[src/rtl/tour_pkg.sv]
// tour_pkg: shared types and constants for the knight's-tour command replayer.
// States, command opcodes, compass headings and UART response bytes live here
// so the top and the bench-facing encodings stay in one place.
package tour_pkg;

   typedef enum logic [2:0] {
      IDLE   = 3'd0,
      VERT   = 3'd1,
      HOLD_V = 3'd2,
      HORZ   = 3'd3,
      HOLD_H = 3'd4
   } tour_state_e;

   // Command opcodes
   localparam logic [3:0] MOVE         = 4'h2;
   localparam logic [3:0] MOVE_FANFARE = 4'h3;

   // Headings
   localparam logic [7:0] NORTH = 8'h00;
   localparam logic [7:0] SOUTH = 8'h7F;
   localparam logic [7:0] WEST  = 8'h3F;
   localparam logic [7:0] EAST  = 8'hBF;

   // Response bytes: idle vs. tour in progress
   localparam logic [7:0] RESP_IDLE = 8'hA5;
   localparam logic [7:0] RESP_BUSY = 8'h5A;

   // Index of the final move of a 5x5 tour (24 moves, 0..23)
   localparam logic [4:0] LAST_MOVE = 5'd23;

   // Magnitude of a signed 3-bit offset as a 4-bit square count
   function automatic logic [3:0] mag3(input logic signed [2:0] v);
      logic [2:0] n;
      n = v[2] ? -v : v;
      return {1'b0, n};
   endfunction

endpackage

[src/rtl/tour_cmd_move_decode.sv]
// move_decode: maps a one-hot knight move to signed (dx, dy) square offsets.
// Anything that is not exactly one-hot decodes to no motion.
module move_decode
   import tour_pkg::*;
(
   input  logic        [7:0] move,
   output logic signed [2:0] dx,
   output logic signed [2:0] dy
);

   // One-hot knight move table; default covers zero and multi-hot inputs
   always_comb begin
      dx = 3'sd0;
      dy = 3'sd0;
      case (move)
         8'h01: begin dx = -3'sd1; dy =  3'sd2; end
         8'h02: begin dx =  3'sd1; dy =  3'sd2; end
         8'h04: begin dx = -3'sd2; dy =  3'sd1; end
         8'h08: begin dx = -3'sd2; dy = -3'sd1; end
         8'h10: begin dx = -3'sd1; dy = -3'sd2; end
         8'h20: begin dx =  3'sd1; dy = -3'sd2; end
         8'h40: begin dx =  3'sd2; dy =  3'sd1; end
         8'h80: begin dx =  3'sd2; dy = -3'sd1; end
         default: begin dx = 3'sd0; dy = 3'sd0; end
      endcase
   end

endmodule

[src/rtl/tour_cmd.sv]
// tour_cmd: replays a solved knight's tour as pairs of MOVE commands
// (vertical leg, then horizontal leg) and otherwise passes UART commands
// straight through to the command processor.
// Build option: define TOUR_FANFARE_EN to issue the horizontal leg as
// MOVE_FANFARE so each completed knight move plays a tune.
module tour_cmd
   import tour_pkg::*;
(
   input  logic        clk,
   input  logic        rst_n,
   input  logic        start_tour,
   input  logic [7:0]  move,
   output logic [4:0]  mv_indx,
   input  logic [15:0] cmd_UART,
   input  logic        cmd_rdy_UART,
   output logic        clr_cmd_rdy_UART,
   output logic [15:0] cmd,
   output logic        cmd_rdy,
   input  logic        clr_cmd_rdy,
   input  logic        send_resp,
   output logic [7:0]  resp
);

`ifdef TOUR_FANFARE_EN
   localparam logic [3:0] HORZ_OPC = MOVE_FANFARE;
`else
   localparam logic [3:0] HORZ_OPC = MOVE;
`endif

   tour_state_e        state_q, state_d;
   logic [4:0]         mv_indx_q, mv_indx_d;
   logic [7:0]         move_q, move_d;
   logic [7:0]         cur_move;
   logic signed [2:0]  dx, dy;
   logic [15:0]        vert_cmd, horz_cmd;

   // While the vertical leg is offered the live move is used; once it is
   // taken the move is frozen so both legs stay stable even if the solver
   // output wanders.
   assign cur_move = (state_q == VERT) ? move : move_q;

   move_decode u_move_decode (
      .move (cur_move),
      .dx   (dx),
      .dy   (dy)
   );

   assign vert_cmd = {MOVE,     (dy > 3'sd0) ? NORTH : SOUTH, mag3(dy)};
   assign horz_cmd = {HORZ_OPC, dx[2]        ? WEST  : EAST,  mag3(dx)};

   assign mv_indx = mv_indx_q;
   assign resp    = (state_q == IDLE) ? RESP_IDLE : RESP_BUSY;

   // Capture the move being replayed for the remainder of the pair
   always_comb begin
      move_d = cur_move;
   end

   // Next-state and command muxing; UART path only open in IDLE
   always_comb begin
      state_d          = state_q;
      mv_indx_d        = mv_indx_q;
      cmd              = vert_cmd;
      cmd_rdy          = 1'b0;
      clr_cmd_rdy_UART = 1'b0;
      case (state_q)
         IDLE: begin
            cmd              = cmd_UART;
            cmd_rdy          = cmd_rdy_UART;
            clr_cmd_rdy_UART = clr_cmd_rdy;
            if (start_tour) begin
               mv_indx_d = 5'd0;
               state_d   = VERT;
            end
         end
         VERT: begin
            cmd     = vert_cmd;
            cmd_rdy = 1'b1;
            // clr_cmd_rdy wins over a coincident send_resp
            if (clr_cmd_rdy) state_d = HOLD_V;
         end
         HOLD_V: begin
            cmd = vert_cmd;
            if (send_resp) state_d = HORZ;
         end
         HORZ: begin
            cmd     = horz_cmd;
            cmd_rdy = 1'b1;
            if (clr_cmd_rdy) state_d = HOLD_H;
         end
         HOLD_H: begin
            cmd = horz_cmd;
            if (send_resp) begin
               if (mv_indx_q == LAST_MOVE) begin
                  state_d = IDLE;
               end else begin
                  mv_indx_d = mv_indx_q + 5'd1;
                  state_d   = VERT;
               end
            end
         end
         default: begin
            state_d = IDLE;
         end
      endcase
   end

   // State, move index and frozen move registers
   always_ff @(posedge clk or negedge rst_n) begin
      if (!rst_n) begin
         state_q   <= IDLE;
         mv_indx_q <= 5'd0;
         move_q    <= 8'h00;
      end else begin
         state_q   <= state_d;
         mv_indx_q <= mv_indx_d;
         move_q    <= move_d;
      end
   end

endmodule

[config.mk]
export PLATFORM = sky130hd
export DESIGN_NAME = tour_cmd
export DESIGN_NICKNAME = d
export VERILOG_FILES = /design/src/rtl/tour_pkg.sv /design/src/rtl/tour_cmd_move_decode.sv /design/src/rtl/tour_cmd.sv
export SDC_FILE = /design/constraint.sdc
export NUM_CORES = 1
export LEC_CHECK = 0
export BUFFER_PORTS_ARGS = -buffer_cell sky130_fd_sc_hd__buf_2
export CORE_UTILIZATION = 30
export CTS_CLUSTER_DIAMETER = 30
export DETAILED_ROUTE_END_ITERATION = 16
export PLACE_DENSITY = 0.57
export SYNTH_ARGS = -nofsm -noshare
export SYNTH_HDL_FRONTEND = slang
export SYNTH_SLANG_ARGS = --single-unit
[constraint.sdc]
create_clock -name clk -period 2.9 [get_ports clk]
set_input_delay 0.29 -clock clk [delete_from_list [all_inputs] [get_ports clk]]
set_output_delay 0.29 -clock clk [all_outputs]
set_load 0.01 [all_outputs]
==> impl_metrics.tcl <==
set metrics [dict create \
    outcome "finished, violations left" \
    violations "design-rule violations" \
    fin_crit_sh_pct 94.8 \
    slew_headroom_pct 61.2 \
    syn_area_um2 1430 \
    synthesis.nets 211 \
    place.port_buffers 60 \
    syn_avg_cell_area_um2 8.04 \
    final_cell_mix "60 x buf_2, 40 x nand2_1, 14 x dfrtp_1" \
    die_w_um 71.1 \
    seq_area_frac_synth_pct 28.0 \
    diodes 0 \
    worstPathRequired_ns 2.61 \
    cp-start-kind "flip-flop" \
    rsz0062_at_grt "no" \
    setup_viol 0 \
    htreeDepth 1 \
    drc_errors 8 \
    nets 278 \
    groute.usage.overall_pct 14.6 \
    yosysWarnings 0 \
    antenna_found_initial 0 \
    initial_utilization_pct 32.0 \
    coreArea_um2 4470 \
    dp_hpwl_um 2860 \
    antenna_left 0 \
    clk_pin_slew_worst_paths_ns 0.07 \
    final_common_cell "buf_2" \
    arrival_ns 2.46 \
    place_ws_ns 0.197 \
    gp_congestion 0.809 \
    cap_viol_max_count 0 \
    post_drt_wl_per_cell_um 12.3 \
    max_freq_mhz 364 \
    core.rowCount 24 \
    worst_slack_ns 0.150 \
    drv_slew 0 \
    cts_made_buffers 3 \
    grt_pass1_wl_um 6010 \
    use_met1_pct 19.8 \
    end_kind "output pin" \
    layout-drive-gt1-share_pct 38.5 \
    worst_pin_slew_ns 0.582 \
    vias 1509 \
    p_per_area_nw_per_um2 1010 \
    first_pass_iters 11 \
    ys_types 39 \
    cp_max_fo 5 \
    yosys-top-cells-area "dfrtp_1 28%, nand2_1 11%, o41ai_4 5.8%, xnor2_1 5.5%, a21oi_1 4.2%" \
    met3_usage_pct 1.28 \
    leakagePower_nw 0.944 \
    cts_sinks 16 \
    grt_util_met2_pct 24.8 \
    hp-class "input port to flip-flop" \
    synthArstFlopShare_pct 100 \
    grt_pass1_vias 1298 \
    synth-main-ff-cell "dfrtp_1" \
    irDropWorstVdd_mv 0.337 \
    synth_top_area_cell "dfrtp_1" \
    tritoncts "done" \
    syn_inst 178 \
    stdcell_count 296 \
    critical_path_class "flip-flop to output pin" \
    vias_per_cell 5.10 \
    ioPinCount 61 \
    yosys.area.top_type_share_pct 28.0 \
    insertion_delay_ns 0.24 \
    synth_seq_cells 16 \
    grt_max_degree 17 \
    die-area_um2 5050 \
    drtIter0Drc 66 \
    synth-edff-count 0 \
    place_inst 289 \
    area_delta_synth_final_pct 34.8 \
    fp.dieH_um 71.1 \
    globalRoute.busiestLayer "met2" \
    hold_violations 0 \
    skew_ns 0.00469 \
    cts_root_buffer "clkbuf_8" \
    cts.path.max_buffers 2 \
    totalWireLength_um 3640 \
    min_period_ns 2.75 \
    grt.overflow.total 0 \
]
==> synth_stat cells, drive strengths merged (5+ instances only) <==
cell / instances
nor2: 13
buf: 7
nand2: 42
a21oi: 12
nor3: 5
o21ai: 7
xnor2: 9
nand3: 5
and2: 7
nor4: 6
dfrtp: 16
nand4: 5
==> per-stage QoR <==
step                TNS (ns)  cell area [µm²]  hold slack [ns]  total power [mW]  utilization (%)
global placement           0             1800            0.228              1.68             40.2
detailed placement         0             1800            0.229              1.68             40.2
global route               0             1930            0.316              2.12             43.1
floorplan                  0             1430         -0.00559              1.31                -
finish                     0             1930            0.300              1.94             43.1
CTS                 -0.00647             1870            0.296              1.89             41.8
==> timing repair <==
action / CTS / global route
resized for setup: 1 / 9
hold endpoints to repair: 16 / 0
pin swaps: 0 / 6
hold buffers: 1 / 0
buffers inserted: 0 / 2
endpoints found under the setup margin: 4 / 9
==> power by group <==
group	switching, mW	internal (mW)	total, mW	leakage (nW)
Combinational	0.711	0.585	1.30	0.715
Clock	0.0739	0.120	0.194	0.0288
Sequential	0.137	0.312	0.450	0.200
==> worst max-delay path, stage by stage (launching register included) <==
cell and delay, ns:
dfrtp_1 0.44, nor4_2 0.40, nand4_1 0.23, o41ai_4 0.13
nor2_2 0.11, ha_2 0.21, or3_1 0.38, a22o_1 0.18
buf_2 0.13
==> sequential cells by signal, summed over array words and instances, names as in the netlist <==
register and flops:
state_q 3, move_q 8, mv_indx 5
==> layer usage <==
metal / up-vias / share of wire (%)
met5: - / 0
met3: 2 / 4.5
met2: 49 / 47
met4: 0 / 0.69
met1: 693 / 48
li1: 765 / -
==> worst paths after layout <==
path                                              from                endpoint  slack, ns  cells past startpoint
worst max-delay path               move_q[0]$_DFF_PN0_                 cmd[10]       0.15                      8
worst min-delay path                         send_resp  state_q[2]$_DFFE_PN0P_       0.30                      2
worst max register to register  state_q[2]$_DFFE_PN0P_  mv_indx[3]$_DFFE_PN0P_       0.89                      8
worst min register to register  mv_indx[1]$_DFFE_PN0P_  mv_indx[1]$_DFFE_PN0P_       0.53                      2
max in group asynchronous                        rst_n  state_q[0]$_DFFE_PN0P_       2.11                      2
min in group asynchronous                        rst_n     move_q[6]$_DFF_PN0_       0.49                      2
==> cell type report <==
class                      instances  area (µm²)
clock buffer                       4        55.1
fill                             455        2540
inverter                           3        11.3
multi-input combinational        148         995
sequential                        16         403
tap                               52        65.1
timing repair buffer              73         400
==> cells by family (layout without fill, tap and decap cells) <==
logic type                 after synthesis  count (layout)  synth area share [%]
adders and majority gates                3               3                  2.62
buffers and inverters                   14              80                  5.77
and+or+nand+nor                         94              94                  32.9
AOI/OAI and AO/OA                       38              38                  22.8
xor gates and xnor gates                13              13                  7.95
DFF                                     16              16                  28.0
(Power assumes the default switching activity.)
